--- config.mk ---
export PLATFORM = sky130hd
export DESIGN_NAME = branch_inflight_q
export DESIGN_NICKNAME = d
export VERILOG_FILES = /design/src/rtl/branch_pkg.sv /design/src/rtl/branch_inflight_q.sv
export SDC_FILE = /design/constraint.sdc
export NUM_CORES = 1
export LEC_CHECK = 0
export CORE_MARGIN = 4
export CORE_UTILIZATION = 40
export CTS_CLUSTER_SIZE = 28
export DETAILED_ROUTE_END_ITERATION = 8
export DONT_BUFFER_PORTS = 1
export GPL_TIMING_DRIVEN = 0
export PLACE_DENSITY = 0.61
export SLEW_MARGIN = 20
export SYNTH_ARGS = -nofsm -noshare
export SYNTH_HDL_FRONTEND = slang
export SYNTH_SLANG_ARGS = --single-unit
--- constraint.sdc ---
create_clock -name clk -period 3.6 [get_ports clk]
set_input_delay 0.36 -clock clk [delete_from_list [all_inputs] [get_ports clk]]
set_output_delay 0.36 -clock clk [all_outputs]
set_load 0.01 [all_outputs]
--- src/rtl/branch_pkg.sv ---
// Shared types for the branch in-flight queue: entry payload, default PHT index width
// and a saturating counter helper used by the optional statistics.
package branch_pkg;

   localparam int unsigned PC_W             = 32;
   localparam int unsigned GHR_BITS_DEFAULT = 5;
   localparam int unsigned PHT_IDX_MAX_W    = 16;
   localparam int unsigned STAT_W           = 16;

   // pht_idx is sized for the widest supported GHR; narrower queues zero-extend on write
   typedef struct packed {
      logic [PC_W-1:0]          pc;
      logic                     pred_taken;
      logic [PHT_IDX_MAX_W-1:0] pht_idx;
   } branch_entry_t;

   function automatic logic [STAT_W-1:0] sat_inc(input logic [STAT_W-1:0] v, input logic en);
      return (en && (v != {STAT_W{1'b1}})) ? v + STAT_W'(1) : v;
   endfunction

endpackage

--- src/rtl/branch_inflight_q.sv ---
// In-flight branch FIFO: tracks predicted branches until EX resolves them, trains the
// predictor and redirects fetch on mispredict. Define BRANCH_Q_STATS_EN for resolve/mispredict counters.
module branch_inflight_q
   import branch_pkg::*;
#(
   parameter int unsigned DEPTH    = 4,
   parameter int unsigned GHR_BITS = GHR_BITS_DEFAULT
) (
   input  logic                      clk,
   input  logic                      rst,
   input  logic                      push_valid,
   output logic                      push_ready,
   input  logic [PC_W-1:0]           push_pc,
   input  logic                      push_pred_taken,
   input  logic [GHR_BITS-1:0]       push_pht_idx,
   input  logic                      ex_resolve,
   input  logic                      ex_actual_taken,
   input  logic [PC_W-1:0]           ex_target,
   input  logic                      flush,
   output logic                      upd_en,
   output logic                      upd_taken,
   output logic [GHR_BITS-1:0]       upd_pht_idx,
   output logic                      mispredict,
   output logic [PC_W-1:0]           redirect_pc,
   output logic [$clog2(DEPTH):0]    count,
   output logic                      empty,
   output logic                      err_underflow
`ifdef BRANCH_Q_STATS_EN
   ,
   output logic [STAT_W-1:0]         stat_resolved,
   output logic [STAT_W-1:0]         stat_mispred
`endif
);

   localparam int unsigned PW = $clog2(DEPTH);
   localparam int unsigned CW = $clog2(DEPTH) + 1;

   branch_entry_t           mem_q [DEPTH];
   logic [PW-1:0]           rd_ptr_q, rd_ptr_d;
   logic [PW-1:0]           wr_ptr_q, wr_ptr_d;
   logic [CW-1:0]           count_q, count_d;
   logic                    empty_q, empty_d;
   logic                    ready_q, ready_d;
   logic                    upd_en_q, upd_en_d;
   logic                    upd_taken_q, upd_taken_d;
   logic [GHR_BITS-1:0]     upd_idx_q, upd_idx_d;
   logic                    mispred_q, mispred_d;
   logic [PC_W-1:0]         redirect_q, redirect_d;
   logic                    err_q, err_d;

   branch_entry_t           head_c;
   branch_entry_t           wr_data_c;
   logic                    wr_en_c;
   logic                    full_c;
   logic                    qempty_c;
   logic                    resolve_ok_c;
   logic                    mispred_c;
   logic                    squash_c;
   logic                    pop_c;
   logic                    push_ok_c;

   // Head decode and resolve/push arbitration
   always_comb begin
      full_c       = (count_q == CW'(DEPTH));
      qempty_c     = (count_q == '0);
      head_c       = mem_q[rd_ptr_q];
      resolve_ok_c = ex_resolve && !qempty_c;
      mispred_c    = resolve_ok_c && (ex_actual_taken != head_c.pred_taken) && !flush;
      squash_c     = mispred_c || flush;
      pop_c        = resolve_ok_c && !squash_c;
      // a full queue still takes a push when a correct resolve frees the head slot
      push_ok_c    = push_valid && !squash_c && (!full_c || pop_c);
      wr_en_c      = push_ok_c;
      wr_data_c.pc         = push_pc;
      wr_data_c.pred_taken = push_pred_taken;
      wr_data_c.pht_idx    = PHT_IDX_MAX_W'(push_pht_idx);
   end

   // Next-state for pointers, occupancy and registered outputs
   always_comb begin
      rd_ptr_d    = rd_ptr_q;
      wr_ptr_d    = wr_ptr_q;
      count_d     = count_q;
      upd_en_d    = 1'b0;
      upd_taken_d = upd_taken_q;
      upd_idx_d   = upd_idx_q;
      mispred_d   = 1'b0;
      redirect_d  = redirect_q;
      err_d       = err_q | (ex_resolve && qempty_c);

      if (squash_c) begin
         rd_ptr_d = '0;
         wr_ptr_d = '0;
         count_d  = '0;
      end else begin
         if (push_ok_c) wr_ptr_d = wr_ptr_q + PW'(1);
         if (pop_c)     rd_ptr_d = rd_ptr_q + PW'(1);
         count_d = count_q + CW'(push_ok_c) - CW'(pop_c);
      end

      if (resolve_ok_c) begin
         upd_en_d    = 1'b1;
         upd_taken_d = ex_actual_taken;
         upd_idx_d   = GHR_BITS'(head_c.pht_idx);
      end

      if (mispred_c) begin
         mispred_d  = 1'b1;
         redirect_d = ex_actual_taken ? ex_target : head_c.pc + PC_W'(4);
      end

      empty_d = (count_d == '0);
      ready_d = (count_d != CW'(DEPTH));
   end

   always_ff @(posedge clk or negedge rst) begin
      if (!rst) begin
         rd_ptr_q    <= '0;
         wr_ptr_q    <= '0;
         count_q     <= '0;
         empty_q     <= 1'b1;
         ready_q     <= 1'b1;
         upd_en_q    <= 1'b0;
         upd_taken_q <= 1'b0;
         upd_idx_q   <= '0;
         mispred_q   <= 1'b0;
         redirect_q  <= '0;
         err_q       <= 1'b0;
      end else begin
         rd_ptr_q    <= rd_ptr_d;
         wr_ptr_q    <= wr_ptr_d;
         count_q     <= count_d;
         empty_q     <= empty_d;
         ready_q     <= ready_d;
         upd_en_q    <= upd_en_d;
         upd_taken_q <= upd_taken_d;
         upd_idx_q   <= upd_idx_d;
         mispred_q   <= mispred_d;
         redirect_q  <= redirect_d;
         err_q       <= err_d;
      end
   end

   // Entry storage needs no reset: occupancy gates every read
   always_ff @(posedge clk) begin
      if (wr_en_c) mem_q[wr_ptr_q] <= wr_data_c;
   end

   generate
      if (GHR_BITS < PHT_IDX_MAX_W) begin : g_idx_pad
         logic unused_idx_hi;
         assign unused_idx_hi = |head_c.pht_idx[PHT_IDX_MAX_W-1:GHR_BITS];
      end
   endgenerate

   assign push_ready    = ready_q;
   assign count         = count_q;
   assign empty         = empty_q;
   assign upd_en        = upd_en_q;
   assign upd_taken     = upd_taken_q;
   assign upd_pht_idx   = upd_idx_q;
   assign mispredict    = mispred_q;
   assign redirect_pc   = redirect_q;
   assign err_underflow = err_q;

`ifdef BRANCH_Q_STATS_EN
   logic [STAT_W-1:0] stat_res_q, stat_res_d;
   logic [STAT_W-1:0] stat_mis_q, stat_mis_d;

   always_comb begin
      stat_res_d = sat_inc(stat_res_q, resolve_ok_c);
      stat_mis_d = sat_inc(stat_mis_q, mispred_c);
   end

   always_ff @(posedge clk or negedge rst) begin
      if (!rst) begin
         stat_res_q <= '0;
         stat_mis_q <= '0;
      end else begin
         stat_res_q <= stat_res_d;
         stat_mis_q <= stat_mis_d;
      end
   end

   assign stat_resolved = stat_res_q;
   assign stat_mispred  = stat_mis_q;
`endif

endmodule
==> flow_summary.yaml, run 1 <==
outcome:
  outcome: "finished clean"
worst_setup_path:
  worstPathArrival_ns: 3.77
  slowest_stage: "sky130_fd_sc_hd__mux4_2"
  worstSetupStartpoint: "rd_ptr_q[0]"
  crit_chain: "buf_6, mux4_2, xnor2_2, o21bai_4, nor2_4, inv_1, ha_1, inv_1, ha_1, inv_1, fa_1, xor2_1, xnor2_1, or4_1"
  worst_path_most_repeated_cell: "sky130_fd_sc_hd__inv_1"
  worst_setup_path_start_kind: "register"
  reg2regPathDepth: 14
  critical_path.max_fanout: 9
  reg2reg_from: "rd_ptr_q[0]"
  timing.critical_path.required_ns: 4.00
  cp_bufs_invs: 4
  worstReg2RegEnd: "push_ready"
  critical_path_class: "reg -> reg"
  slowest_delay_ns: 0.58
  crit_end_category: "register"
  cp_top_family: "adder cells"
  setup.reg_to_reg.worst_slack_ns: 0.23
cts:
  cts_inserted_buffers: 21
  ctsHtreeMaxLevel: 1
  clock_root_buffer: "sky130_fd_sc_hd__clkbuf_16"
  clock_insertion_delay_worst_skew_ns: 0.49
  tritoncts: "done"
  worst_setup_hold_path_clk_slew_ns: 0.06
  postCtsSetupRepairBufs: 0
  worst_case_clock_buffer_depth: 3
  cts.sinks: 202
place:
  dpl.hpwl_um: 13000
  portBuffers: 0
  place.gp.congestion: 0.805
  numPlacedInstances: 778
floorplanning:
  dieArea_sq_um: 23400
  fp.dieW_um: 153
  top_level_ports: 122
  initial_core_utilization: 0.411
  fp.dieH_um: 153
  fp.coreArea_sq_um: 20400
  rows: 52
drt:
  drt_pre_antenna_iters: 4
  detail_route.wirelength_um: 19500
  dr_total_vias: 4684
  post-route-drc-count: 0
  detail_route.vias_per_cell: 5.47
  antenna_violating_nets_post_route: 0
  wire_per_inst_um: 22.7
  drt_first_iter_violations: 300
timing:
  finalCritPeriodShare: 0.936
  worst_hold_slack_ns: 0.0278
  slew-limit-headroom: 0.249
  finalClockSkew_ns: 0.0162
  report.final.slew_viol_count: 0
  worst-slew-pin-transition_ns: 1.11
  rsz0062_at_grt: "false"
  setup_tns_ns: 0
  report.final.setup_viol: 0
  final.min_clock_period_ns: 3.37
  hold_violations: 0
  fmax_mhz: 297
logic_synthesis:
  synth.distinct_cells: 46
  netlist_area_sq_um: 8400
  synth_area_leaders: "sky130_fd_sc_hd__edfxtp_1, sky130_fd_sc_hd__dfrtp_1, sky130_fd_sc_hd__mux4_2"
  synthDominantAreaCellType: "sky130_fd_sc_hd__edfxtp_1"
  synth_sequential_area_ratio: 0.693
  post_synth_mux_area_share: 0.119
  synth_top_family_by_area: "multiplexers"
  ys.flop_type: "sky130_fd_sc_hd__edfxtp_1"
  syn_inst: 508
  yosys.area_share.xor_xnor: 0.0313
  async_flop_share: 0.248
  ys_seq_elements: 202
  synthesis.nets: 592
  number_of_synthesized_flops_with_an_enable_pin: 152
  ys_warn_count: 0
  syn-mean-instance-area_sq_um: 16.5
  synthAdderAreaFrac: 0.0128
  compound_gate_fraction_of_synth_area: 0.0441
  synth-simple-area-share: 0.0760
  synth_top_cell_area_share: 0.543
grt:
  grt_pass1_vias: 4981
  grt_max_degree: 51
  grt_antenna_before_repair: 1
  grt_first_pass_wirelength_um: 29300
  grt_use_total: 0.163
  gr-total-overflow: 0
worst_hold_path:
  worst_hold_path_stage_count: 2
  hp-class: "in -> reg"
  holdPathEnd: "redirect_pc[27]"
  min_from: "ex_target[27]"
final_layout:
  post_route_cells_drive_above_1_share: 0.171
  areaGrowthSynthToFinish_pct: 17.1
  layout.area.seq_sq_um: 5820
  finish.cell_count_without_fillers: 857
  multi_input_comb_area_sq_um: 2420
  nNetsFinal: 655
  highest_count_cells_in_the_layout_ignoring_fill_and_taps: "sky130_fd_sc_hd__edfxtp_1, sky130_fd_sc_hd__dfrtp_1, sky130_fd_sc_hd__dlygate4sd3_1"
  mostFrequentLayoutCell: "sky130_fd_sc_hd__edfxtp_1"
  layout.filler_cells: 1760
  final_core_utilization: 0.482
power:
  report.power.total_uw: 6690
  vdd_drop_max_v: 0.000260
  leakagePower_uw: 0.00342
  power_per_cell_area_nw_per_um2: 679
flow_run:
  cap_viol_max_count: 0
[worst max path at each step]
stage / to / slack (ns) / cells after the start
after CTS: empty / 0.09 / 15
after detailed placement: empty / -0.18 / 15
after global placement: mem_q[0][20] / -0.41 / 6
after floorplan: push_ready / 0.33 / 14
final: push_ready / 0.23 / 14
after global routing: push_ready / 0.03 / 11
[cell type report]
type	instances	share of cell area
flip-flops and latches	202	0.591
well taps	270	0.0343
multi-input cells	270	0.246
clock buffers	27	0.0567
plain buffers	25	0.0163
inverters	10	0.00381
diodes	2	0.000509
repair buffers	41	0.0435
clock inverters	10	0.00725
[logic make-up after synthesis]
logic type / count (synthesis)
flops: 202
buf+inv: 36
xor+xnor: 30
compound gates: 64
fa+ha+maj: 8
simple gates: 119
mux: 49
[cells in the mapped netlist, types with 2 or more instances]
| master | count |
|---|---|
| sky130_fd_sc_hd__a211oi_1 | 2 |
| sky130_fd_sc_hd__a21o_1 | 3 |
| sky130_fd_sc_hd__a21oi_1 | 19 |
| sky130_fd_sc_hd__a221o_1 | 3 |
| sky130_fd_sc_hd__and2_1 | 6 |
| sky130_fd_sc_hd__and2_4 | 2 |
| sky130_fd_sc_hd__and3_1 | 12 |
| sky130_fd_sc_hd__and3_4 | 2 |
| sky130_fd_sc_hd__and4_4 | 2 |
| sky130_fd_sc_hd__buf_2 | 10 |
| sky130_fd_sc_hd__buf_6 | 5 |
| sky130_fd_sc_hd__clkbuf_1 | 10 |
| sky130_fd_sc_hd__dfrtp_1 | 48 |
| sky130_fd_sc_hd__dfstp_2 | 2 |
| sky130_fd_sc_hd__edfxtp_1 | 152 |
| sky130_fd_sc_hd__ha_1 | 7 |
| sky130_fd_sc_hd__inv_1 | 8 |
| sky130_fd_sc_hd__mux2_2 | 5 |
| sky130_fd_sc_hd__mux2i_1 | 6 |
| sky130_fd_sc_hd__mux4_1 | 8 |
| sky130_fd_sc_hd__mux4_2 | 30 |
| sky130_fd_sc_hd__nand2_1 | 29 |
| sky130_fd_sc_hd__nand3_1 | 8 |
| sky130_fd_sc_hd__nand4_1 | 15 |
| sky130_fd_sc_hd__nor2_1 | 29 |
| sky130_fd_sc_hd__nor3_1 | 4 |
| sky130_fd_sc_hd__nor4_1 | 2 |
| sky130_fd_sc_hd__o21ai_0 | 23 |
| sky130_fd_sc_hd__o22ai_1 | 11 |
| sky130_fd_sc_hd__xnor2_1 | 15 |
| sky130_fd_sc_hd__xor2_1 | 15 |
[where the power goes]
part	switching, uW	internal, uW	total (uW)
clock	837	1160	2000
sequential	338	2880	3220
combinational	802	667	1470
total	1980	4710	6690
[repair_timing]
item | 4_1_cts | 5_1_grt
cloned | 0 | 0
endpoints found under the setup margin | 2 | 2
endpoints found under the hold margin | 203 | 0
hold buffers | 41 | 0
gates resized for setup | 2 | 5
pin swaps | 0 | 0
[metrics by stage]
| stage | cell area, sq um | worst slack, ns |
|---|---|---|
| 3_3_place_gp | 8740 | -0.414 |
| 5_1_grt | 9840 | 0.0266 |
| 4_1_cts | 9810 | 0.0929 |
| 2_1_floorplan | 8400 | 0.332 |
| 3_5_place_dp | 8750 | -0.182 |
| 6_report | 9840 | 0.229 |
[metal layers]
| layer | wire length, um | part of all wire | vias up | global-route usage |
|---|---|---|---|---|
| li1 | - | - | 2105 | - |
| met1 | 8100 | 0.42 | 2400 | 0.209 |
| met2 | 9730 | 0.50 | 142 | 0.276 |
| met3 | 1170 | 0.060 | 37 | 0.0396 |
| met4 | 490 | 0.025 | 0 | 0.0530 |
| met5 | 0 | 0 | - | 0 |
[state kept, by name (all words and copies together), names as in the netlist]
signal         flops
mem_q            152
push_ready         1
count              3
upd_en             1
err_underflow      1
upd_pht_idx        5
mispredict         1
rd_ptr_q           2
upd_taken          1
redirect_pc       32
wr_ptr_q           2
empty              1
(Power assumes the default switching activity.)
==> run 2: changes to the inputs <==
--- a/config.mk
+++ b/config.mk
@@ -5,13 +5,15 @@
 export SDC_FILE = /design/constraint.sdc
 export NUM_CORES = 1
 export LEC_CHECK = 0
+export CELL_PAD_IN_SITES_DETAIL_PLACEMENT = 2
+export CELL_PAD_IN_SITES_GLOBAL_PLACEMENT = 2
 export CORE_MARGIN = 4
 export CORE_UTILIZATION = 40
 export CTS_CLUSTER_SIZE = 28
 export DETAILED_ROUTE_END_ITERATION = 8
 export DONT_BUFFER_PORTS = 1
 export GPL_TIMING_DRIVEN = 0
-export PLACE_DENSITY = 0.61
+export PLACE_DENSITY = 0.77
 export SLEW_MARGIN = 20
 export SYNTH_ARGS = -nofsm -noshare
 export SYNTH_HDL_FRONTEND = slang
==> flow_summary.yaml, run 2 (synthesized netlist as in run 1, its figures left out) <==
drt:
  drt_pre_antenna_iters: 4
  post-route-drc-count: 0
  wire_per_inst_um: 27.2
  drt_first_iter_violations: 347
  detail_route.wirelength_um: 23400
  dr_total_vias: 4849
  detail_route.vias_per_cell: 5.63
  antenna_violating_nets_post_route: 0
cts:
  ctsHtreeMaxLevel: 1
  tritoncts: "done"
  worst_case_clock_buffer_depth: 3
  clock_insertion_delay_worst_skew_ns: 0.50
  cts_inserted_buffers: 22
  cts.sinks: 202
  clock_root_buffer: "sky130_fd_sc_hd__clkbuf_16"
  worst_setup_hold_path_clk_slew_ns: 0.06
floorplanning:
  fp.coreArea_sq_um: 20400
  top_level_ports: 122
  fp.dieW_um: 153
  rows: 52
  fp.dieH_um: 153
  initial_core_utilization: 0.411
  dieArea_sq_um: 23400
grt:
  grt_max_degree: 51
  grt_antenna_before_repair: 2
  grt_use_total: 0.197
  gr-total-overflow: 0
  grt_first_pass_wirelength_um: 35400
  grt_pass1_vias: 5476
final_layout:
  nNetsFinal: 660
  registers.top_by_ff_count: "mem_q"
  highest_count_cells_in_the_layout_ignoring_fill_and_taps: "sky130_fd_sc_hd__edfxtp_1, sky130_fd_sc_hd__dfrtp_1, sky130_fd_sc_hd__dlygate4sd3_1"
  layout.filler_cells: 1849
  mostFrequentLayoutCell: "sky130_fd_sc_hd__edfxtp_1"
  final_core_utilization: 0.491
  post_route_cells_drive_above_1_share: 0.184
  largest_register_ff_count: 152
  finish.cell_count_without_fillers: 862
  areaGrowthSynthToFinish_pct: 19.4
place:
  portBuffers: 0
  place.gp.congestion: 0.738
  dpl.hpwl_um: 16400
  detailedPlace.worstSlack_ns: -0.126
  numPlacedInstances: 782
timing:
  setup_tns_ns: 0
  fmax_mhz: 295
  finalCritPeriodShare: 0.942
  hold_violations: 0
  slew-limit-headroom: 0.267
  report.final.setup_viol: 0
  rsz0062_at_grt: "false"
  final.min_clock_period_ns: 3.39
  report.final.slew_viol_count: 0
  finalWorstSetupSlack_ns: 0.208
  worst-slew-pin-transition_ns: 1.09
  finalClockSkew_ns: 0.00968
outcome:
  outcome: "finished clean"
worst_setup_path:
  crit_end_category: "register"
  setup.reg_to_reg.worst_slack_ns: 0.21
  reg2reg_from: "rd_ptr_q[0]"
  worstSetupStartpoint: "rd_ptr_q[0]"
  reg2regPathDepth: 13
  worst_setup_path_start_kind: "register"
  worstPathArrival_ns: 3.80
  timing.critical_path.required_ns: 4.01
  worstReg2RegEnd: "push_ready"
  critical_path.max_fanout: 9
  critical_path_class: "reg -> reg"
power:
  vdd_drop_max_v: 0.000284
  leakagePower_uw: 0.00352
  power_per_cell_area_nw_per_um2: 712
worst_hold_path:
  holdPathEnd: "redirect_pc[27]"
  worst_hold_path_stage_count: 2
  min_from: "ex_target[27]"
  hp-class: "in -> reg"
flow_run:
  cap_viol_max_count: 0
==> run 2: changes by cell type in the layout (fill, tap and decap cells not counted), moves of 2 or more <==
cell / previous run / this run
sky130_fd_sc_hd__buf_12: 1 / 5
sky130_fd_sc_hd__clkbuf_1: 14 / 12
sky130_fd_sc_hd__bufinv_16: 1 / 4
sky130_fd_sc_hd__and2_4: 6 / 2
sky130_fd_sc_hd__and2_2: 0 / 4
sky130_fd_sc_hd__clkbuf_16: 21 / 23
sky130_fd_sc_hd__clkinv_1: 6 / 4
sky130_fd_sc_hd__clkinv_2: 3 / 5
==> run 2: power breakdown <==
part | switching (uW) | internal, uW | total, uW
clock | 902 | 1450 | 2350
combinational | 858 | 680 | 1540
sequential | 377 | 2880 | 3260
==> run 2: how the worst max path moves through the flow <==
stage / depth (start not counted) / slack, ns / end
5_1_grt: 13 / 0.01 / push_ready
3_5_place_dp: 14 / -0.13 / push_ready
2_1_floorplan: 14 / 0.33 / push_ready
3_3_place_gp: 6 / -0.35 / mem_q[0][23]
4_1_cts: 14 / 0.03 / push_ready
6_report: 13 / 0.21 / push_ready
==> run 2: worst max-delay path, cell delays in order (launching register included) <==
cell and delay (ns):
sky130_fd_sc_hd__dfrtp_1 0.34, sky130_fd_sc_hd__buf_6 0.15, sky130_fd_sc_hd__mux4_2 0.58, sky130_fd_sc_hd__xnor2_2 0.18
sky130_fd_sc_hd__o21bai_4 0.26, sky130_fd_sc_hd__nor2_1 0.13, sky130_fd_sc_hd__ha_1 0.31, sky130_fd_sc_hd__inv_1 0.07
sky130_fd_sc_hd__ha_1 0.14, sky130_fd_sc_hd__inv_1 0.05, sky130_fd_sc_hd__fa_1 0.36, sky130_fd_sc_hd__xor2_1 0.16
sky130_fd_sc_hd__xnor2_1 0.14, sky130_fd_sc_hd__or4_1 0.42
==> run 2: per-stage QoR <==
stage / area, sq um / hold WS, ns / power, uW
2_1_floorplan: 8400 / 0.0644 / 4250
3_3_place_gp: 8740 / 0.0663 / 4630
3_5_place_dp: 8820 / 0.0661 / 4750
4_1_cts: 10000 / 0.0400 / 7200
5_1_grt: 10000 / 0.0522 / 7470
6_report: 10000 / 0.0480 / 7140
==> run 2: area by class of cell <==
cell class | count | area, sq um | area share
inverters | 10 | 37.5 | 0.00374
diodes | 1 | 2.50 | 0.000249
well taps | 270 | 338 | 0.0337
plain buffers | 25 | 160 | 0.0160
clock inverters | 13 | 165 | 0.0165
multi-input cells | 270 | 2410 | 0.241
repair buffers | 45 | 508 | 0.0506
clock buffers | 26 | 587 | 0.0585
flip-flops and latches | 202 | 5820 | 0.580
==> run 2: layer usage <==
layer  track usage  wire [um]  vias up
met4        0.0479        398        2
met1         0.251       9430     2549
li1              -          -     2113
met2         0.349      12200      158
met3        0.0390       1380       27
met5             0         20        -
==> run 2: what timing repair did <==
item                       4_1_cts  5_1_grt
hold buffers                    41        0
setup buffers                    0        0
hold endpoints to repair       203        0
setup endpoints to repair        2        2
gates resized for setup          1        5
cloned                           0        0
==> patch: new RTL, flow settings as in run 2 <==
The output `mispredict` loses its register stage (`mispred_q` becomes a continuous assignment).
--- a/src/rtl/branch_inflight_q.sv
+++ b/src/rtl/branch_inflight_q.sv
@@ -124,5 +124,4 @@
          upd_taken_q <= 1'b0;
          upd_idx_q   <= '0;
-         mispred_q   <= 1'b0;
          redirect_q  <= '0;
          err_q       <= 1'b0;
@@ -136,9 +135,10 @@
          upd_taken_q <= upd_taken_d;
          upd_idx_q   <= upd_idx_d;
-         mispred_q   <= mispred_d;
          redirect_q  <= redirect_d;
          err_q       <= err_d;
       end
    end
+
+   assign mispred_q = mispred_d;
 
    // Entry storage needs no reset: occupancy gates every read
Check against the original RTL: not equivalent (Yosys sat finds a counterexample within 4 cycles, from zero or initial values and one cycle with rst low).
==> patch against run 2 <==
  * Sequential cell count fell by 1
  * Total power about the same
  * Final cell count did not move
  * Via count increased by 0.33%
  * Setup slack got worse by 25 ps
  * Design area down 0.50%
  * Synthesized area is 0.30% lower
  * Routed wire length fell by 0.57%
  * Largest power group unchanged
==> patch: results (changes against run 2) <==
run_status:
  status: "finished clean"  # unchanged
routing:
  maxUsedRoutingLayer: "met4"  # was met5
  drtIter0Drc: 262  # was 347
  num_vias: 4865  # was 4,849
  met3_length_um: 1230  # was 1380 µm
  wl_met1_um: 9410  # was 9430 µm
  dr_wl_met2_um: 12200  # about the same
  wl_per_cell_um: 27.0  # was 27.2 µm
grt:
  grt_antenna_before_repair: 0  # was 2
  met1_usage: 0.243  # was 0.251
  grt_first_pass_wirelength_um: 35200  # was 35,400 µm
  grt_pass1_vias: 5567  # was 5,476
  globalRouteMet2Util: 0.356  # was 0.349
  met3_usage: 0.0392  # was 0.0390
  track_usage: 0.198  # was 0.197
  grt_max_degree: 50  # was 51
cells_and_area:
  nonClkBufAreaFrac: 0.0622  # was 0.0666
  inv_count: 10  # unchanged
  syn2layout_area_growth_pct: 19.2  # was 19.4%
  area_share_clock_buf_inv: 0.0777  # was 0.0750
  buffers: 69  # was 70
  drive_gt1_frac: 0.191  # was 0.184
  seq_area_um2: 5790  # was 5820 µm²
  diodes: 0  # was 1
  nFillCells: 1856  # was 1,849
  final_area_um2: 9980  # was 10,000 µm²
  clock_buffers: 29  # was 26
  num-nets-final: 659  # was 660
  multi_input_area_share: 0.242  # was 0.241
placement:
  dpl.hpwl_um: 16000  # was 16,400 µm
  post-place-ws_ps: -197  # was -126 ps
  gp_congestion: 0.723  # was 0.738
  dp_cells: 778  # was 782
  placed_area_um2: 8740  # was 8820 µm²
critical_path:
  cp-endpoint: "mispredict"  # was push_ready$_DFF_PN1_
  cpPeakStageDelay_ps: 570
  cp_max_fo: 10  # was 9
  cpLargestDelayFamily: "buffers and inverters"  # was adder cells
  crit_arrival_ps: 3060  # was 3800 ps
  reg2regPathDepth: 14  # was 13
timing:
  slew_headroom: 0.275  # was 0.267
  finalClockSkew_ps: 15.2  # was 9.68 ps
  holdWs_ps: 49.6  # was 48.0 ps
  layout_min_cycle_time_ps: 3420  # was 3390 ps
power_and_ir_drop:
  ir_drop_v: 0.000287  # was 0.000284 V
  p_leak_nw: 3.50  # was 3.52 nW
  switchingPower_mw: 2.19  # was 2.14 mW
yosys:
  netlist_top_cells_area: "edfxtp_1 (54%), dfrtp_1 (14%), mux4_2 (8.1%)"  # was edfxtp_1 (54%), dfrtp_1 (14%), mux4_2 (8.0%)
  synth-seq-cells: 201  # was 202
  async_flop_share: 0.244  # was 0.248
  synth_common_cells: "edfxtp_1 (152), dfrtp_1 (47), mux4_2 (30), nand2_1 (29), nor2_1 (29)"  # was edfxtp_1 (152), dfrtp_1 (48), mux4_2 (30), nand2_1 (29), nor2_1 (29)
  syn_nets: 591  # was 592
  netlist_instances: 507  # was 508
  synth.yosys.seq_area_share: 0.692  # was 0.693
  ys_types: 46  # unchanged
clock_network:
  cts-htree-levels: 1  # unchanged
  clkTransAtPathRegs_ps: 60  # about the same
  cts_buffers: 23  # was 22
==> patch: changes by cell type after synthesis, sizes merged <==
cell	change
dfrtp	-1
==> patch: power groups by stage <==
stage	clock, mW	combinational, mW	sequential (mW)
final	2.36	1.54	3.24
after CTS	2.41	1.55	3.24
after floorplan	0	1.07	3.16
after global routing	2.54	1.68	3.27
after global placement	0	1.35	3.26
after detailed placement	0	1.45	3.29
==> patch: cells by family after synthesis <==
kind of cell | Yosys count | share of synthesized area
xor+xnor | 30 | 0.0314
buf+inv | 36 | 0.0241
fa+ha+maj | 8 | 0.0128
mux | 49 | 0.120
flops | 201 | 0.692
compound gates | 64 | 0.0442
simple gates | 119 | 0.0762
==> patch: what timing repair did <==
item | CTS | global route
resized for setup | 3 | 3
setup endpoints to repair | 3 | 2
pin swaps | 0 | 1
hold buffers | 41 | 0
endpoints found under the hold margin | 202 | 0
cloned | 0 | 0
buffers inserted | 0 | 1
